==> config.mk <==
export PLATFORM = sky130hd
export DESIGN_NAME = stage2_product_sequencer_flat
export DESIGN_NICKNAME = d
export VERILOG_FILES = /design/src/rtl/stage2_product_sequencer_if.sv /design/src/rtl/stage2_product_sequencer.sv /design/src/flat_wrapper.sv
export SDC_FILE = /design/constraint.sdc
export NUM_CORES = 1
export LEC_CHECK = 0
export ABC_AREA = 0
export CAP_MARGIN = 30
export CORE_MARGIN = 1
export CORE_UTILIZATION = 65
export CTS_BUF_LIST = sky130_fd_sc_hd__clkbuf_4 sky130_fd_sc_hd__clkbuf_8 sky130_fd_sc_hd__clkbuf_16
export DETAILED_ROUTE_END_ITERATION = 7
export DONT_BUFFER_PORTS = 1
export MAX_ROUTING_LAYER = met4
export PLACE_DENSITY = 0.81
export SLEW_MARGIN = 0
export SYNTH_ARGS = -nofsm -noshare
export SYNTH_HDL_FRONTEND = slang
export SYNTH_SLANG_ARGS = --single-unit
==> constraint.sdc <==
create_clock -name clk -period 9.3 [get_ports clk]
set_input_delay 0 -clock clk [delete_from_list [all_inputs] [get_ports clk]]
set_output_delay 0 -clock clk [all_outputs]
set_load 0.05 [all_outputs]
==> src/rtl/stage2_product_sequencer_if.sv <==
// Stage-2 to stage-3 product interface: window/kernel handshake in, one-hot tagged product stream out.
// Master is the upstream window source and stage-3 consumer; slave is the product sequencer.
interface stage2_product_sequencer_if #(
  parameter int DATA_W = 8,
  parameter int PROD_W = 2 * DATA_W
);
  logic                     window_valid;
  logic                     window_ready;
  logic [9*DATA_W-1:0]      pix_in;
  logic [9*DATA_W-1:0]      coef_in;
  logic                     stall;
  logic                     sum_done;
  logic                     start;
  logic signed [PROD_W-1:0] prod_data;
  logic                     prod1_valid;
  logic                     prod2_valid;
  logic                     prod3_valid;
  logic                     prod4_valid;
  logic                     prod5_valid;
  logic                     prod6_valid;
  logic                     prod7_valid;
  logic                     prod8_valid;
  logic                     prod9_valid;
  logic                     busy;
  logic                     seq_err;

  modport master (
    output window_valid, pix_in, coef_in, stall, sum_done,
    input  window_ready, start, prod_data,
    input  prod1_valid, prod2_valid, prod3_valid, prod4_valid, prod5_valid,
    input  prod6_valid, prod7_valid, prod8_valid, prod9_valid,
    input  busy, seq_err
  );

  modport slave (
    input  window_valid, pix_in, coef_in, stall, sum_done,
    output window_ready, start, prod_data,
    output prod1_valid, prod2_valid, prod3_valid, prod4_valid, prod5_valid,
    output prod6_valid, prod7_valid, prod8_valid, prod9_valid,
    output busy, seq_err
  );
endinterface

==> src/rtl/stage2_product_sequencer.sv <==
// Latches a 3x3 window+kernel and streams its nine products one per unstalled cycle (first product the
// cycle after acceptance); stall freezes issue, and the next window is held off until stage 3 pulses sum_done.
module stage2_product_sequencer #(
  parameter int DATA_W = 8,
  parameter int PROD_W = 2 * DATA_W
) (
  input logic                       clk,
  input logic                       rst_n,
  stage2_product_sequencer_if.slave bus
);

  typedef enum logic [1:0] {
    IDLE  = 2'd0,
    ISSUE = 2'd1,
    DRAIN = 2'd2
  } state_t;

  state_t                   state;
  state_t                   state_nxt;
  logic [DATA_W-1:0]        pix_q  [9];
  logic signed [DATA_W-1:0] coef_q [9];
  logic [3:0]               idx;
  logic [3:0]               idx_sel;
  logic signed [PROD_W-1:0] prod_q;
  logic signed [PROD_W-1:0] prod_nxt;
  logic signed [PROD_W-1:0] prod_first;
  logic                     seq_err_q;
  logic                     accept;
  logic                     issue;
  logic                     last;
  logic [8:0]               vld;

  // Unsigned pixel times signed coefficient, evaluated at full 2*DATA_W+1 precision.
  function automatic logic signed [PROD_W-1:0] mul(
    input logic [DATA_W-1:0]        p,
    input logic signed [DATA_W-1:0] c
  );
    logic signed [2*DATA_W:0] pe;
    logic signed [2*DATA_W:0] ce;
    logic signed [2*DATA_W:0] full;
    pe   = {{(DATA_W+1){1'b0}}, p};
    ce   = {{(DATA_W+1){c[DATA_W-1]}}, c};
    full = pe * ce;
    return PROD_W'(full);
  endfunction

  assign accept = (state == IDLE) && bus.window_valid && rst_n;
  assign issue  = (state == ISSUE) && !bus.stall;
  assign last   = issue && (idx == 4'd8);

  // prod_q is preloaded one issue ahead so each strobe meets a registered product.
  assign idx_sel    = (idx >= 4'd8) ? 4'd8 : idx + 4'd1;
  assign prod_nxt   = mul(pix_q[idx_sel], coef_q[idx_sel]);
  assign prod_first = mul(bus.pix_in[DATA_W-1:0], bus.coef_in[DATA_W-1:0]);

  always_comb begin
    state_nxt = state;
    case (state)
      IDLE:    if (accept)       state_nxt = ISSUE;
      ISSUE:   if (last)         state_nxt = DRAIN;
      DRAIN:   if (bus.sum_done) state_nxt = IDLE;
      default:                   state_nxt = IDLE;
    endcase
  end

  always_ff @(posedge clk) begin
    if (!rst_n) begin
      state <= IDLE;
    end else begin
      state <= state_nxt;
    end
  end

  always_ff @(posedge clk) begin
    if (accept) begin
      for (int i = 0; i < 9; i++) begin
        pix_q[i]  <= bus.pix_in[i*DATA_W +: DATA_W];
        coef_q[i] <= $signed(bus.coef_in[i*DATA_W +: DATA_W]);
      end
    end
  end

  always_ff @(posedge clk) begin
    if (!rst_n) begin
      idx       <= 4'd0;
      prod_q    <= '0;
      seq_err_q <= 1'b0;
    end else begin
      if (accept) begin
        idx    <= 4'd0;
        prod_q <= prod_first;
      end else if (issue) begin
        idx <= idx + 4'd1;
        if (!last) begin
          prod_q <= prod_nxt;
        end
      end
      // Early sum_done is flagged but never shortens the issue phase.
      if (bus.sum_done && (state != DRAIN)) begin
        seq_err_q <= 1'b1;
      end
    end
  end

  always_comb begin
    vld = '0;
    if (issue) begin
      vld = 9'd1 << idx;
    end
  end

  assign bus.window_ready = (state == IDLE) && rst_n;
  assign bus.start        = (state == ISSUE);
  assign bus.busy         = (state != IDLE);
  assign bus.seq_err      = seq_err_q;
  assign bus.prod_data    = prod_q;
  assign bus.prod1_valid  = vld[0];
  assign bus.prod2_valid  = vld[1];
  assign bus.prod3_valid  = vld[2];
  assign bus.prod4_valid  = vld[3];
  assign bus.prod5_valid  = vld[4];
  assign bus.prod6_valid  = vld[5];
  assign bus.prod7_valid  = vld[6];
  assign bus.prod8_valid  = vld[7];
  assign bus.prod9_valid  = vld[8];

endmodule

==> src/flat_wrapper.sv <==
// flat-port wrapper written by rule: the top's interface ports become plain ports
module stage2_product_sequencer_flat 
#(
  parameter int DATA_W = 8,
  parameter int PROD_W = 2 * DATA_W
)
  (clk, rst_n, bus_window_valid, bus_pix_in, bus_coef_in, bus_stall, bus_sum_done, bus_window_ready, bus_start, bus_prod_data, bus_prod1_valid, bus_prod2_valid, bus_prod3_valid, bus_prod4_valid, bus_prod5_valid, bus_prod6_valid, bus_prod7_valid, bus_prod8_valid, bus_prod9_valid, bus_busy, bus_seq_err);
  stage2_product_sequencer_if #(.DATA_W(DATA_W), .PROD_W(PROD_W)) bus_i ();
  input logic clk;
  input logic rst_n;
  input wire logic [$bits(bus_i.window_valid)-1:0] bus_window_valid;
  input wire logic [$bits(bus_i.pix_in)-1:0] bus_pix_in;
  input wire logic [$bits(bus_i.coef_in)-1:0] bus_coef_in;
  input wire logic [$bits(bus_i.stall)-1:0] bus_stall;
  input wire logic [$bits(bus_i.sum_done)-1:0] bus_sum_done;
  output wire logic [$bits(bus_i.window_ready)-1:0] bus_window_ready;
  output wire logic [$bits(bus_i.start)-1:0] bus_start;
  output wire logic [$bits(bus_i.prod_data)-1:0] bus_prod_data;
  output wire logic [$bits(bus_i.prod1_valid)-1:0] bus_prod1_valid;
  output wire logic [$bits(bus_i.prod2_valid)-1:0] bus_prod2_valid;
  output wire logic [$bits(bus_i.prod3_valid)-1:0] bus_prod3_valid;
  output wire logic [$bits(bus_i.prod4_valid)-1:0] bus_prod4_valid;
  output wire logic [$bits(bus_i.prod5_valid)-1:0] bus_prod5_valid;
  output wire logic [$bits(bus_i.prod6_valid)-1:0] bus_prod6_valid;
  output wire logic [$bits(bus_i.prod7_valid)-1:0] bus_prod7_valid;
  output wire logic [$bits(bus_i.prod8_valid)-1:0] bus_prod8_valid;
  output wire logic [$bits(bus_i.prod9_valid)-1:0] bus_prod9_valid;
  output wire logic [$bits(bus_i.busy)-1:0] bus_busy;
  output wire logic [$bits(bus_i.seq_err)-1:0] bus_seq_err;
  assign bus_i.window_valid = bus_window_valid;
  assign bus_i.pix_in = bus_pix_in;
  assign bus_i.coef_in = bus_coef_in;
  assign bus_i.stall = bus_stall;
  assign bus_i.sum_done = bus_sum_done;
  assign bus_window_ready = bus_i.window_ready;
  assign bus_start = bus_i.start;
  assign bus_prod_data = bus_i.prod_data;
  assign bus_prod1_valid = bus_i.prod1_valid;
  assign bus_prod2_valid = bus_i.prod2_valid;
  assign bus_prod3_valid = bus_i.prod3_valid;
  assign bus_prod4_valid = bus_i.prod4_valid;
  assign bus_prod5_valid = bus_i.prod5_valid;
  assign bus_prod6_valid = bus_i.prod6_valid;
  assign bus_prod7_valid = bus_i.prod7_valid;
  assign bus_prod8_valid = bus_i.prod8_valid;
  assign bus_prod9_valid = bus_i.prod9_valid;
  assign bus_busy = bus_i.busy;
  assign bus_seq_err = bus_i.seq_err;
  stage2_product_sequencer #(.DATA_W(DATA_W), .PROD_W(PROD_W)) u_core (.clk(clk), .rst_n(rst_n), .bus(bus_i));
endmodule
==> results.ini <==
[floorplan]
core-area_mm2 = 0.0165
die_h_um = 132
io_pins = 178
initial_core_util_pct = 66.3
dieArea_mm2 = 0.0173
fp.dieW_um = 132
num_rows = 47

[logic_synthesis]
synth_cells = 908
synth_largest_area_cell = edfxtp_1
syn_nets = 1217
synth_flop_cell = edfxtp_1
synthTopCellsByArea = edfxtp_1, fa_1, ha_1, and2_1, dfxtp_1
synthDistinctLibCells = 65
seq_area_frac_synth_pct = 43.9
synth_area_mm2 = 0.0109
synth_edf_count = 144
async_reset_ff_share_pct = 0
synth_top_area_share_pct = 39.6
ys_ff_latch = 167
syn_area_per_cell_um2 = 12.0
yosys_warnings = 0

[cells_and_area]
n_antenna_cell = 0
final_nets = 1364
synthToLayoutAreaGrowth_pct = 21.2
drive_above_1_share_pct = 6.84

[job]
cap_violations = 0

[placement]
gp_congestion = 0.901
dpl.hpwl_um = 18600
pre_cts_slack_ps = 2380
numPortBuffers = 0

[power_and_ir_drop]
p_leak_nw = 5.39
seqPwrFrac_pct = 32.2
p_int_mw = 1.79
peakVddDrop_mv = 0.177
swShare_pct = 39.0
p_comb_share_pct = 41.5
p_clk_share_pct = 26.2
p_sw_mw = 1.14
power_density_mw_per_mm2 = 222

[global_routing]
grt_usage_pct = 38.7
overflow = 0
grt_pass1_wl_um = 47900
antenna_found_initial = 0
grt_max_degree = 103
grt_pass1_vias = 8567

[outcome]
status = complete, no violations

[routing]
detail-route-antenna-nets = 0
routedWlPerCell_um = 24.1
vias_per_cell = 6.32
dr.pass1.iters = 7
drt_iter0_drc = 769
via_count = 8143
drc = 0
wl_um = 31100

[timing]
post-route-period-util_pct = 72.6
hold_violations = 0
max-slew-margin-rel_pct = 33.7
worstMarginPinSlew_ps = 990
skew_ps = 9.58
fmax_mhz = 148
drv_slew = 0
finalSetupViolCount = 0
fin_ws_ps = 2550
layout_min_cycle_time_ps = 6750
rsz0062_at_grt = false
setup_tns_ps = 0

[setup_path]
endpoint_kind = register
critPathLaunchType = register
critPathMaxStageDelay_ps = 560
path_class = reg -> reg
crit_slowest_cell = a2111oi_0
crit_arrival_ps = 7140
required_ps = 9690
crit_chain = inv_1 -> ha_2 -> buf_12 -> a221oi_1 -> a31oi_1 -> mux2i_1 -> o21ai_1 -> nand2_1 -> fa_1 -> fa_1 -> inv_1 -> fa_1 -> inv_1 -> fa_1 -> inv_1 -> ha_1 -> o21ai_0 -> a21oi_1 -> a2111oi_0 -> o311ai_0 -> nor3b_1 -> a221o_1
cp_max_fo = 46

[hold_path]
hold_class = in -> reg

[clock_tree]
cts_tree = yes
cts.sinks = 167
cts-root-buf = clkbuf_16
insertion_delay_ps = 450
cts_htree_levels = 4
cts_buffer_depth = 2
cts_made_buffers = 17
clkTransAtPathRegs_ps = 70

layout make-up:
| class | count | area, um^2 |
|---|---|---|
| clock buffer | 17 | 425 |
| clock inverter | 15 | 200 |
| fill | 870 | 3240 |
| inverter | 107 | 407 |
| multi-input combinational | 606 | 5560 |
| sequential | 167 | 4780 |
| tap | 220 | 275 |
| timing repair buffer | 156 | 1580 |
synth_stat cells, drive strengths merged (12+ instances only):
| master | number |
|---|---|
| a21oi | 22 |
| mux2i | 18 |
| mux4 | 16 |
| clkbuf | 15 |
| o21ai | 36 |
| a31oi | 12 |
| buf | 13 |
| nand2b | 13 |
| nor2 | 33 |
| xnor2 | 13 |
| edfxtp | 144 |
| ha | 86 |
| and2 | 76 |
| fa | 74 |
| nand2 | 92 |
| dfxtp | 23 |
| inv | 106 |
sequential cells by signal (all words and copies together), names as in the netlist:
name                  flops
u_core.bus.seq_err        1
u_core.idx                4
u_core.state              2
u_core.coef_q            72
u_core.bus.prod_data     16
u_core.pix_q             72
routing by layer:
metal	vias up	track usage (%)	routed length [um]	part of all wire [%]
li1	3496	-	-	-
met1	3978	44.0	10800	35
met2	528	62.4	15500	50
met3	141	9.14	2760	8.9
met4	0	23.7	2010	6.5
met5	-	-	0	0
layout by cell type, fill, tap and decap left out, types with 8 or more instances in the layout:
cell,count
a211oi_1,10
a21oi_1,22
nand2_1,92
a31oi_1,12
nand2b_1,13
dfxtp_1,23
inv_1,105
edfxtp_1,144
clkbuf_16,17
mux4_2,15
xor2_1,8
o221ai_1,8
mux2i_1,18
and3_1,9
fa_1,74
dlygate4sd3_1,150
nor2_1,32
xnor2_1,13
a221oi_1,10
ha_1,85
o21ai_0,21
o21ai_2,11
and2_1,76
kinds of logic after synthesis:
group           count (synthesis)  share of synthesized area [%]
simple gates                  249                           11.4
fa+ha+maj                     160                           23.4
compound gates                141                           9.27
flops                         167                           43.9
mux                            35                           5.09
buf+inv                       135                           5.22
xor+xnor                       21                           1.69
critical path, delay by kind of cell (launching register included):
| kind | cells | cell delay [ps] |
|---|---|---|
| AND/OR/NAND/NOR | 2 | 400 |
| adder cells (fa/ha/maj) | 6 | 2660 |
| buffers and inverters | 5 | 570 |
| AO/OA/AOI/OAI | 8 | 2320 |
| multiplexers | 1 | 170 |
| flip-flops | 1 | 540 |
through the flow:
stage	total power [mW]	util (%)	instances	area, um^2	hold WS (ps)
after detailed placement	2.06	67.1	1104	11100	98.9
after global placement	2.05	67.1	1103	11000	98.9
after CTS	2.87	80.0	1286	13200	28.4
after global routing	3.10	80.3	1288	13200	85.1
after floorplan	1.80	-	908	10900	98.9
final	2.93	80.3	1288	13200	42.0
path summary, 6_finish.rpt:
check / start / endpoint / depth (start not counted) / slack, ps
worst max-delay path: u_core.idx[2] / u_core.bus.prod_data[15] / 22 / 2550
worst min-delay path: rst_n / u_core.bus.prod_data[1] / 4 / 40
worst max register to register: u_core.idx[2] / u_core.bus.prod_data[15] / 22 / 2550
worst min register to register: u_core.state[1] / u_core.state[0] / 1 / 590
power by group through the flow:
stage	sequential, mW	clock (mW)	combinational [mW]
finish	0.944	0.768	1.22
CTS	0.941	0.751	1.17
global placement	0.956	0	1.09
global route	0.946	0.800	1.36
detailed placement	0.958	0	1.10
floorplan	0.948	0	0.856
what timing repair did:
action,4_1_cts,5_1_grt
gates resized for setup,0,0
hold buffers,150,0
setup buffers,0,0
endpoints found under the hold margin,167,0
Power figures use the tool's default switching activity.
